$ cat src/rtl/adder_share_arbiter.sv
// rtl/adder_share_arbiter.sv - round-robin shared 5-bit adder (optional OVF via ADDER_CARRY_FLAG_EN)

module adder5_ripple (
    input  logic [4:0] a,
    input  logic [4:0] b,
    input  logic       ci,
    output logic [4:0] s,
    output logic       co
);
    logic [5:0] c;

    always_comb begin
        c    = '0;
        s    = '0;
        c[0] = ci;
        for (int i = 0; i < 5; i++) begin
            s[i]     = a[i] ^ b[i] ^ c[i];
            c[i + 1] = (a[i] & b[i]) | (c[i] & (a[i] ^ b[i]));
        end
        co = c[5];
    end
endmodule

module adder_share_arbiter #(
    parameter int NREQ  = 3,
    parameter int PTR_W = 3
) (
    input  logic                CLK,
    input  logic                RESET_N,
    input  logic [NREQ-1:0]     REQ,
    input  logic [5*NREQ-1:0]   OPA,
    input  logic [5*NREQ-1:0]   OPB,
    output logic [NREQ-1:0]     GNT,
    output logic                DONE,
    output logic [4:0]          RESULT,
    output logic                BUSY
`ifdef ADDER_CARRY_FLAG_EN
    ,
    output logic                OVF
`endif
);
    typedef enum logic [1:0] {
        S_IDLE,
        S_ADD,
        S_RESP
    } state_t;

    state_t            state_q, state_d;
    logic [NREQ-1:0]   gnt_q, gnt_d;
    logic [PTR_W-1:0]  ptr_q, ptr_d;
    logic [4:0]        opa_q, opa_d;
    logic [4:0]        opb_q, opb_d;
    logic [4:0]        result_q, result_d;
    logic              win_found;
    logic [4:0]        adder_sum;
    logic              adder_co;

    adder5_ripple u_adder (
        .a  (opa_q),
        .b  (opb_q),
        .ci (1'b0),
        .s  (adder_sum),
        .co (adder_co)
    );

`ifdef ADDER_CARRY_FLAG_EN
    logic ovf_q, ovf_d;
    assign OVF = ovf_q;
`else
    logic adder_co_unused;
    assign adder_co_unused = adder_co;
`endif

    always_comb begin
        state_d   = state_q;
        gnt_d     = gnt_q;
        ptr_d     = ptr_q;
        opa_d     = opa_q;
        opb_d     = opb_q;
        result_d  = result_q;
        win_found = 1'b0;
`ifdef ADDER_CARRY_FLAG_EN
        ovf_d     = ovf_q;
`endif
        case (state_q)
            S_IDLE: begin
                gnt_d = '0;
                // Distance k from the pointer sets priority; wrap is ptr+k-NREQ.
                for (int k = 1; k <= NREQ; k++) begin
                    for (int j = 0; j < NREQ; j++) begin
                        if (!win_found && REQ[j] &&
                            ((int'(ptr_q) + k == j) || (int'(ptr_q) + k == j + NREQ))) begin
                            win_found = 1'b1;
                            gnt_d[j]  = 1'b1;
                            ptr_d     = PTR_W'(j);
                            opa_d     = OPA[5*j +: 5];
                            opb_d     = OPB[5*j +: 5];
                        end
                    end
                end
                if (win_found) begin
                    state_d = S_ADD;
                end
            end
            S_ADD: begin
                result_d = adder_sum;
`ifdef ADDER_CARRY_FLAG_EN
                ovf_d    = adder_co;
`endif
                state_d  = S_RESP;
            end
            S_RESP: begin
                gnt_d   = '0;
                state_d = S_IDLE;
            end
            default: begin
                gnt_d   = '0;
                state_d = S_IDLE;
            end
        endcase
    end

    always_ff @(posedge CLK) begin
        if (!RESET_N) begin
            state_q  <= S_IDLE;
            gnt_q    <= '0;
            ptr_q    <= PTR_W'(NREQ - 1);
            opa_q    <= '0;
            opb_q    <= '0;
            result_q <= '0;
`ifdef ADDER_CARRY_FLAG_EN
            ovf_q    <= 1'b0;
`endif
        end else begin
            state_q  <= state_d;
            gnt_q    <= gnt_d;
            ptr_q    <= ptr_d;
            opa_q    <= opa_d;
            opb_q    <= opb_d;
            result_q <= result_d;
`ifdef ADDER_CARRY_FLAG_EN
            ovf_q    <= ovf_d;
`endif
        end
    end

    assign GNT    = gnt_q;
    assign DONE   = (state_q == S_RESP);
    assign BUSY   = (state_q != S_IDLE);
    assign RESULT = result_q;
endmodule

$ cat config.mk
export PLATFORM = sky130hd
export DESIGN_NAME = adder_share_arbiter
export DESIGN_NICKNAME = d
export VERILOG_FILES = /design/src/rtl/adder_share_arbiter.sv
export SDC_FILE = /design/constraint.sdc
export NUM_CORES = 1
export LEC_CHECK = 0
export ABC_CLOCK_PERIOD_IN_PS = 5500
export BUFFER_PORTS_ARGS = -buffer_cell sky130_fd_sc_hd__buf_2
export CAP_MARGIN = 20
export CORE_ASPECT_RATIO = 1.2
export CORE_MARGIN = 2
export CORE_UTILIZATION = 55
export DETAILED_ROUTE_END_ITERATION = 10
export GPL_ROUTABILITY_DRIVEN = 0
export GPL_TIMING_DRIVEN = 0
export PLACE_DENSITY = 0.86
export RECOVER_POWER = 100
export REMOVE_ABC_BUFFERS = 1
export SLEW_MARGIN = 25
export SYNTH_ARGS = -nofsm -noshare
export SYNTH_HDL_FRONTEND = slang
export SYNTH_HIERARCHICAL = 1
export SYNTH_SLANG_ARGS = --single-unit
$ cat constraint.sdc
create_clock -name CLK -period 5.5 [get_ports CLK]
set_clock_uncertainty 0.15 [all_clocks]
set_input_delay 0.275 -clock CLK [delete_from_list [all_inputs] [get_ports CLK]]
set_output_delay 0.275 -clock CLK [all_outputs]
set_load 0.01 [all_outputs]
==> Yosys cells after proc, flatten, opt, wreduce, memory -nomap -nowiden <==
Index checks and enable logic that the tools add are counted.
{ "classes": {"bitwise_logic": 19, "n_reduce_logical": 41, "n_eq_ne": 18, "add_sub_neg": 3, "muxes": 56} }
{ "ops": {"columns": ["operator", "n"], "rows": [
  ["== test 32 x 3 -> 1 bit, second input constant", 6],
  ["== test 32 x 2 -> 1 bit, second input constant", 3],
  ["== test 32 x 4 -> 1 bit, second input constant", 3],
  ["logical NOT 32 bit", 3],
  ["two-way mux 5 bit", 18],
  ["two-way mux 3 bit", 9],
  ["two-way mux 1 bit", 26],
  ["logical AND 1 bit", 17],
  ["== test 4 x 3 -> 1 bit, second input constant", 3],
  ["logical OR 1 bit", 9],
  ["nonzero test 9 bit", 1],
  ["bitwise XOR 1 bit", 9],
  ["adder 3 x 2 -> 4 bit, second input constant", 2],
  ["logical NOT 1 bit", 8],
  ["bitwise AND 1 bit", 7],
  ["case mux 3 bit (2 select lines)", 1],
  ["adder 3 x 1 -> 4 bit, second input constant", 1],
  ["case mux 2 bit (2 select lines)", 1],
  ["bitwise OR 1 bit", 3],
  ["== test 2 x 1 -> 1 bit, second input constant", 1],
  ["== test 2 bit, second input constant", 1],
  ["logical NOT 2 bit", 1],
  ["two-way mux 2 bit", 1],
  ["inequality test 2 x 1 -> 1 bit, second input constant", 1],
  ["other kinds (2)", 2]
]} }
{ "totals": {"register_bits": 23, "output_inout_bits": 10} }

==> Logic depth before layout (Yosys ltp) <==
Gate-level depths: netlist (run 1).
{ "depth": {"word_depth": 48, "mapped_depth": 11} }

==> Hierarchy <==
Netlist (run 1), hierarchy kept.
{ "by_module_without_submodules": {"columns": ["module", "area_each_um2", "cells_each", "seq_area_each_um2", "instances"], "rows": [
  ["adder_share_arbiter", 1398.8, 165, 440.4, 1],
  ["adder5_ripple", 137.6, 15, 0.0, 1]
]} }

==> Worst setup path after synthesis (run 1) <==
OpenSTA, ideal clock, no wires.
{ "synth_path": {"path_type": "register to register", "from": "register opa_q[0]", "to": "register result_q[4] (netlist: RESULT[4])", "arrival_ps": 2325, "path_stages_with_launch": 12, "slack_ps": 2960, "synth_period_minus_slack_ps": 2540, "setup_ps": 64, "cell_sequence": "dfxtp_1 fa_1 inv_1 fa_1 inv_1 fa_1 fa_1 inv_1 fa_1 inv_1 mux2i_1 nor2_1"} }
{ "synth_via": {"elab_chain_len": 8} }
{ "synth_rtl": {"columns": ["element", "line_no", "rtl"], "rows": [
  ["start, declared", "51", "logic [4:0] opa_q, opa_d;"],
  ["start signal, assigned", "138", "opa_q <= opa_d;"],
  ["bitwise AND 1 bit (2 in series)", "18", "c[i + 1] = (a[i] & b[i]) | (c[i] & (a[i] ^ b[i]));"],
  ["bitwise OR 1 bit", "18", null],
  ["bitwise AND 1 bit", "18", null],
  ["bitwise OR 1 bit", "18", null],
  ["bitwise AND 1 bit", "18", null],
  ["bitwise OR 1 bit", "18", null],
  ["bitwise XOR 1 bit", "17", "s[i] = a[i] ^ b[i] ^ c[i];"],
  ["via adder_sum[4]", "55", "logic [4:0] adder_sum;"],
  ["end signal, assigned", "140", "result_q <= result_d;"],
  ["end, declared", "53", "logic [4:0] result_q, result_d;"]
]} }
The timed path passes the listed nets, and every way through them passes these cells.
A chain may end at the register's enable or synchronous reset.

==> Worst setup path after layout (run 1) <==
{ "layout_path": {"from": "register ptr_q[0]", "to": "register opb_q[0]"} }
{ "layout_via": {"elab_chain_len": 46} }
{ "layout_rtl": {"columns": ["element", "line_no", "rtl"], "rows": [
  ["start, declared", "50", "logic [PTR_W-1:0] ptr_q, ptr_d;"],
  ["start signal, assigned", "127", "ptr_q <= PTR_W'(NREQ - 1);"],
  ["start signal, assigned", "137", "ptr_q <= ptr_d;"],
  ["adder 3 x 1 -> 4 bit", "92", "((int'(ptr_q) + k == j) || (int'(ptr_q) + k == j + NREQ))) begin"],
  ["== test 32 x 3 -> 1 bit / logical NOT 32 bit (equally long branches)", "92", null],
  ["logical OR 1 bit", "92", null],
  ["logical AND 1 bit", "91", "if (!win_found && REQ[j] &&"],
  ["two-way mux 1 bit", "91", null],
  ["two-way mux 1 bit", "85", "case (state_q)"],
  ["logical NOT 1 bit", "91", null],
  ["logical AND 1 bit (2 in series)", "91", null],
  ["[... 27 more ...]", null, null],
  ["logical NOT 1 bit", "91", null],
  ["logical AND 1 bit (2 in series)", "91", null],
  ["two-way mux 1 bit", "91", null],
  ["two-way mux 1 bit", "85", null],
  ["logical NOT 1 bit", "91", null],
  ["logical AND 1 bit (2 in series)", "91", null],
  ["nonzero test 9 bit (no source line)", null, null],
  ["AND reduction 2 bit (no source line)", null, null],
  ["end signal, assigned", "139", "opb_q <= opb_d;"],
  ["end, declared", "52", "logic [4:0] opb_q, opb_d;"]
]} }
Parallel ways exist; a longest one is shown, timed or not. The select of a mux whose other input is x is not followed.

==> results of run 1 <==
==> layer usage <==
layer	vias to the layer above	global-route usage [%]	part of all wire (%)
li1	700	-	-
met1	647	25.2	42
met2	41	42.0	52
met3	5	1.44	4.4
met4	0	11.7	1.6
met5	-	0	0
==> flip-flops by register name (all words and copies together) (netlist names) <==
signal / count
GNT: 3
state_q: 2
opa_q: 5
RESULT: 5
ptr_q: 2
opb_q: 5
==> cells in the final DEF, fill, tap and decap left out, drive strengths merged, types with 2 or more instances in the layout <==
master,count
ha,3
buf,34
a22oi,5
clkbuf,13
nor2b,4
a22o,4
nand2b,3
nand2,18
fa,5
dfxtp,22
and3,3
a21oi,13
mux2i,6
o21a,2
o21ai,12
nor2,22
inv,15
o32ai,5
o22ai,6
and2,2
==> final timing paths <==
kind / slack (ns) / startpoint / cells after the start / to
setup / recovery: 2.57 / ptr_q[0] / 8 / opb_q[0]
hold / removal: 0.13 / OPA[14] / 3 / opa_q[4]
setup reg to reg: 2.57 / ptr_q[0] / 8 / opb_q[0]
hold reg to reg: 0.34 / opb_q[1] / 2 / opb_q[1]
==> worst max-delay path: cells and delay by family (launching register included) <==
| family | cells | cell delay (ns) |
|---|---|---|
| buffers and inverters | 1 | 0.08 |
| AND/OR/NAND/NOR | 3 | 0.71 |
| adder cells (fa/ha/maj) | 1 | 0.41 |
| AO/OA/AOI/OAI | 3 | 1.10 |
| flip-flops | 1 | 0.39 |
==> metrics by stage <==
| stage | hold slack (ns) | cells | worst slack (ns) |
|---|---|---|---|
| after floorplan | 0.204 | 168 | 2.96 |
| after global placement | 0.318 | 245 | 2.83 |
| after detailed placement | 0.327 | 245 | 2.81 |
| after CTS | 0.124 | 249 | 2.76 |
| after global routing | 0.111 | 249 | 2.36 |
| final | 0.125 | 249 | 2.57 |
==> power by group <==
part	switching (uW)	internal (uW)	total [uW]
Combinational	285	199	484
Clock	49.9	73.8	124
Sequential	46.1	223	269
Total	381	496	877
==> cell type report <==
| type | instances | area [um2] | share of cell area (%) |
|---|---|---|---|
| Timing Repair Buffer | 44 | 208 | 12.3 |
| Inverter | 15 | 56.3 | 3.34 |
| Clock buffer | 3 | 22.5 | 1.33 |
| Sequential cell | 22 | 440 | 26.1 |
| Multi-Input combinational cell | 131 | 890 | 52.7 |
| Clock inverter | 1 | 30.0 | 1.78 |
| Tap cell | 33 | 41.3 | 2.45 |
==> impl_metrics.yaml, run 1 <==
sta:
  post-route-period-util_pct: 53.2
  setup_viol: 0
  slew_viol_final: 0
  relSlewSlack_pct: 51.1
  hold_violations: 0
  rsz0062_at_grt: "false"
  tns_ns: 0
  worst_slew_pin_slew_ns: 0.726
  fmax_ghz: 0.342
  min_period_ns: 2.93
synth:
  yosysWarnings: 6
  synth_area_mm2: 0.00153
  syn_inst: 179
  avgSynthCellArea_um2: 8.56
worst_setup_path:
  startpoint_type: "register"
  worstPathArrival_ns: 3.01
  critPathKind: "reg -> reg"
  cp-end-kind: "register"
  critPathMaxFanout: 18
  cpPeakStageDelay_ns: 0.56
  cp.required_ns: 5.59
  crit_chain: "inv_1, ha_1, nor2b_1, o21ai_0, and3_1, o21ba_1, nand2_1, o32ai_1"
  slowest_stage: "o21ba_1"
die:
  die_x_um: 52.2
  die_h_um: 61.8
  num_rows: 20
  die_area_mm2: 0.00323
  io_pins: 45
  start_util_pct: 58.9
  core_area_mm2: 0.00260
clocking:
  path_clk_slew_ns: 0.12
  htreeDepth: 1
  numCtsBuffers: 3
  clk_latency_ns: 0.32
  clk_path_buf_depth: 2
  clock-root-buffer: "clkbuf_4"
  clkSinkCount: 22
  cts.repair.resized: 0
  cts_tree: "done"
  hold_buffers: 0
  cts_setup_buffers: 0
run_status:
  status: "finished clean"
layout:
  areaGrowthSynthToFinish_pct: 10.1
  nets: 260
  n_fill_cell: 243
  layout-drive-gt1-share_pct: 20.4
  design_area_mm2: 0.00169
  n_antenna_cell: 0
  fin_util_pct: 64.9
grt:
  overflow: 0
  grt_pass1_wl_um: 5380
  grt_pass1_vias: 1301
  grt_usage_pct: 22.2
  grt_max_degree: 19
  grt_antenna_before_repair: 0
drt:
  totalWireLength_um: 3450
  vias: 1393
  via_per_inst: 5.59
  first_pass_iters: 4
  drt_iter0_markers: 32
  drt-wirelength-per-cell_um: 13.8
  route.detailed.drc: 0
  detail-route-antenna-nets: 0
place:
  placed_area_mm2: 0.00172
  dp_hpwl_um: 2680
  port_buffers: 44
flow_run:
  drv_cap: 0
power_and_ir_drop:
  leakagePower_uw: 0.000795
  p_per_area_mw_per_mm2: 519
  irDropWorstVdd_mv: 0.359
  total_power_uw: 877
hold_path:
  hold_class: "in -> reg"
Note: power is estimated with default switching activity, not from simulation.
==> inputs of run 2 (changes only) <==
Settings changed: ABC_CLOCK_PERIOD_IN_PS 5500 to 3000, CORE_UTILIZATION 55 to 51, PLACE_DENSITY 0.86 to 0.81.
Clock period 5.5 ns to 3 ns, I/O delays scaled along.
==> run 2 against run 1 <==
  * Power is 76% higher
  * Via count increased by 1.2%
  * Wire length rose by 0.75%
  * Sequential share of layout area up 0.16 points
  * Setup slack worse by 2.2 ns
  * Clock power is 6% higher
  * Global-route usage is 0.80 points lower
  * Flip-flop and latch count is the same
  * Fmax up 9.9%
  * Largest power group unchanged
  * Highest routed layer unchanged
==> impl_metrics.yaml, run 2 (same netlist as run 1, synthesis figures left out) <==
sta:
  setup_slack_ns: 0.336
  relSlewSlack_pct: 50.9
  fmax_ghz: 0.375
  tns_ns: 0
  setup_viol: 0
  worst_slew_pin_slew_ns: 0.728
  rsz0062_at_grt: "false"
  post-route-period-util_pct: 88.8
  min_period_ns: 2.66
  hold_violations: 0
  slew_viol_final: 0
grt:
  grt_pass1_vias: 1300
  grt_antenna_before_repair: 0
  grt_pass1_wl_um: 5620
  grt_usage_pct: 21.4
  grt_max_degree: 19
  overflow: 0
place:
  port_buffers: 44
  dp_hpwl_um: 2680
  dp_slack_ns: 0.317
  dp_cells: 246
clocking:
  clk_path_buf_depth: 2
  htreeDepth: 1
  clock-root-buffer: "clkbuf_4"
  path_clk_slew_ns: 0.12
  cts_setup_buffers: 0
  numCtsBuffers: 3
  cts.repair.resized: 0
  clkSinkCount: 22
  hold_buffers: 0
  cts_tree: "done"
  clk_latency_ns: 0.30
hold_path:
  holdPathStages: 3
  hold_class: "in -> reg"
drt:
  wl_met2_um: 1700
  first_pass_iters: 4
  drt-wirelength-per-cell_um: 13.9
  routed.top_layer: "met4"
  totalWireLength_um: 3470
  drt_iter0_markers: 38
  route.detailed.drc: 0
  wl_met3_um: 203
  via_per_inst: 5.66
  vias: 1410
  met1Wirelength_um: 1530
  detail-route-antenna-nets: 0
worst_setup_path:
  reg2reg_depth: 11
  rrSetupSlack_ns: 0.34
  critPathCapture: "RESULT[4]"
  reg2reg_from: "opa_q[0]"
  worstPathArrival_ns: 2.76
  startpoint_type: "register"
  crit_start: "opa_q[0]"
  cp-end-kind: "register"
  critPathKind: "reg -> reg"
  cp.required_ns: 3.10
  critPathMaxFanout: 2
  worstReg2RegEnd: "RESULT[4]"
power_and_ir_drop:
  irDropWorstVdd_mv: 0.516
  total_power_uw: 1540
  p_per_area_mw_per_mm2: 917
  leakagePower_uw: 0.000793
layout:
  stdcell_count: 249
  nets: 260
  final_common_cell: "buf_2"
  layout-drive-gt1-share_pct: 21.4
  mostFrequentLayoutCells: "buf_2, dfxtp_1, nor2_1, nand2_1, inv_1"
  n_fill_cell: 286
  areaGrowthSynthToFinish_pct: 9.47
  n_antenna_cell: 0
  fin_util_pct: 59.1
die:
  start_util_pct: 54.0
  core_area_mm2: 0.00284
  die_x_um: 54.0
  die_area_mm2: 0.00346
  io_pins: 45
  num_rows: 21
  die_h_um: 64.1
flow_run:
  drv_cap: 0
run_status:
  status: "finished clean"
run 2: cell count changes in the layout (fill, tap and decap cells not counted), sizes merged:
| cell | previous run | this run |
|---|---|---|
| bufinv | 1 | 0 |
run 2: worst min path at each step:
stage                     startpoint  endpoint  slack (ns)
after floorplan              RESET_N  ptr_q[1]        0.08
after global placement       OPB[14]  opb_q[4]        0.31
after detailed placement      GNT[1]    GNT[1]        0.33
after CTS                    OPA[12]  opa_q[2]        0.01
after global routing         RESET_N  ptr_q[1]        0.03
final                         OPA[3]  opa_q[3]        0.02
run 2: final cells by class:
cell class              instances  area, um2  share of cell area (%)
clock buffers                   3       22.5                    1.34
repair buffers                 44        208                    12.4
multi-input cells             131        908                    54.1
flip-flops and latches         22        440                    26.2
well taps                      34       42.5                    2.54
inverters                      15       56.3                    3.36
run 2: power by group:
part / leakage (uW) / switching (uW) / total [uW] / internal (uW)
Sequential: 0.000181 / 84.2 / 493 / 408
Combinational: 0.000598 / 540 / 916 / 376
Clock: 0.0000138 / 84.0 / 131 / 46.8
Total: 0.000793 / 708 / 1540 / 831
run 2: per-stage QoR:
step           instance area (um2)  hold WS [ns]
2_1_floorplan                 1450        0.0786
3_3_place_gp                  1720         0.312
3_5_place_dp                  1720         0.326
4_1_cts                       1740        0.0122
5_1_grt                       1680        0.0319
6_report                      1680        0.0202
run 2: routing by layer:
layer	track usage [%]	vias up
met1	27.7	654
met5	0	-
met3	2.10	5
met4	6.88	0
li1	-	696
met2	36.4	55
run 2: worst max-delay path, cell delays in order, from the launching register on:
cell and delay (ns):
dfxtp_1 0.35, fa_1 0.42, inv_1 0.08, fa_1 0.16
inv_1 0.05, fa_1 0.37, fa_1 0.37, inv_1 0.07
fa_1 0.40, inv_1 0.06, mux2i_1 0.05, nor2_1 0.09
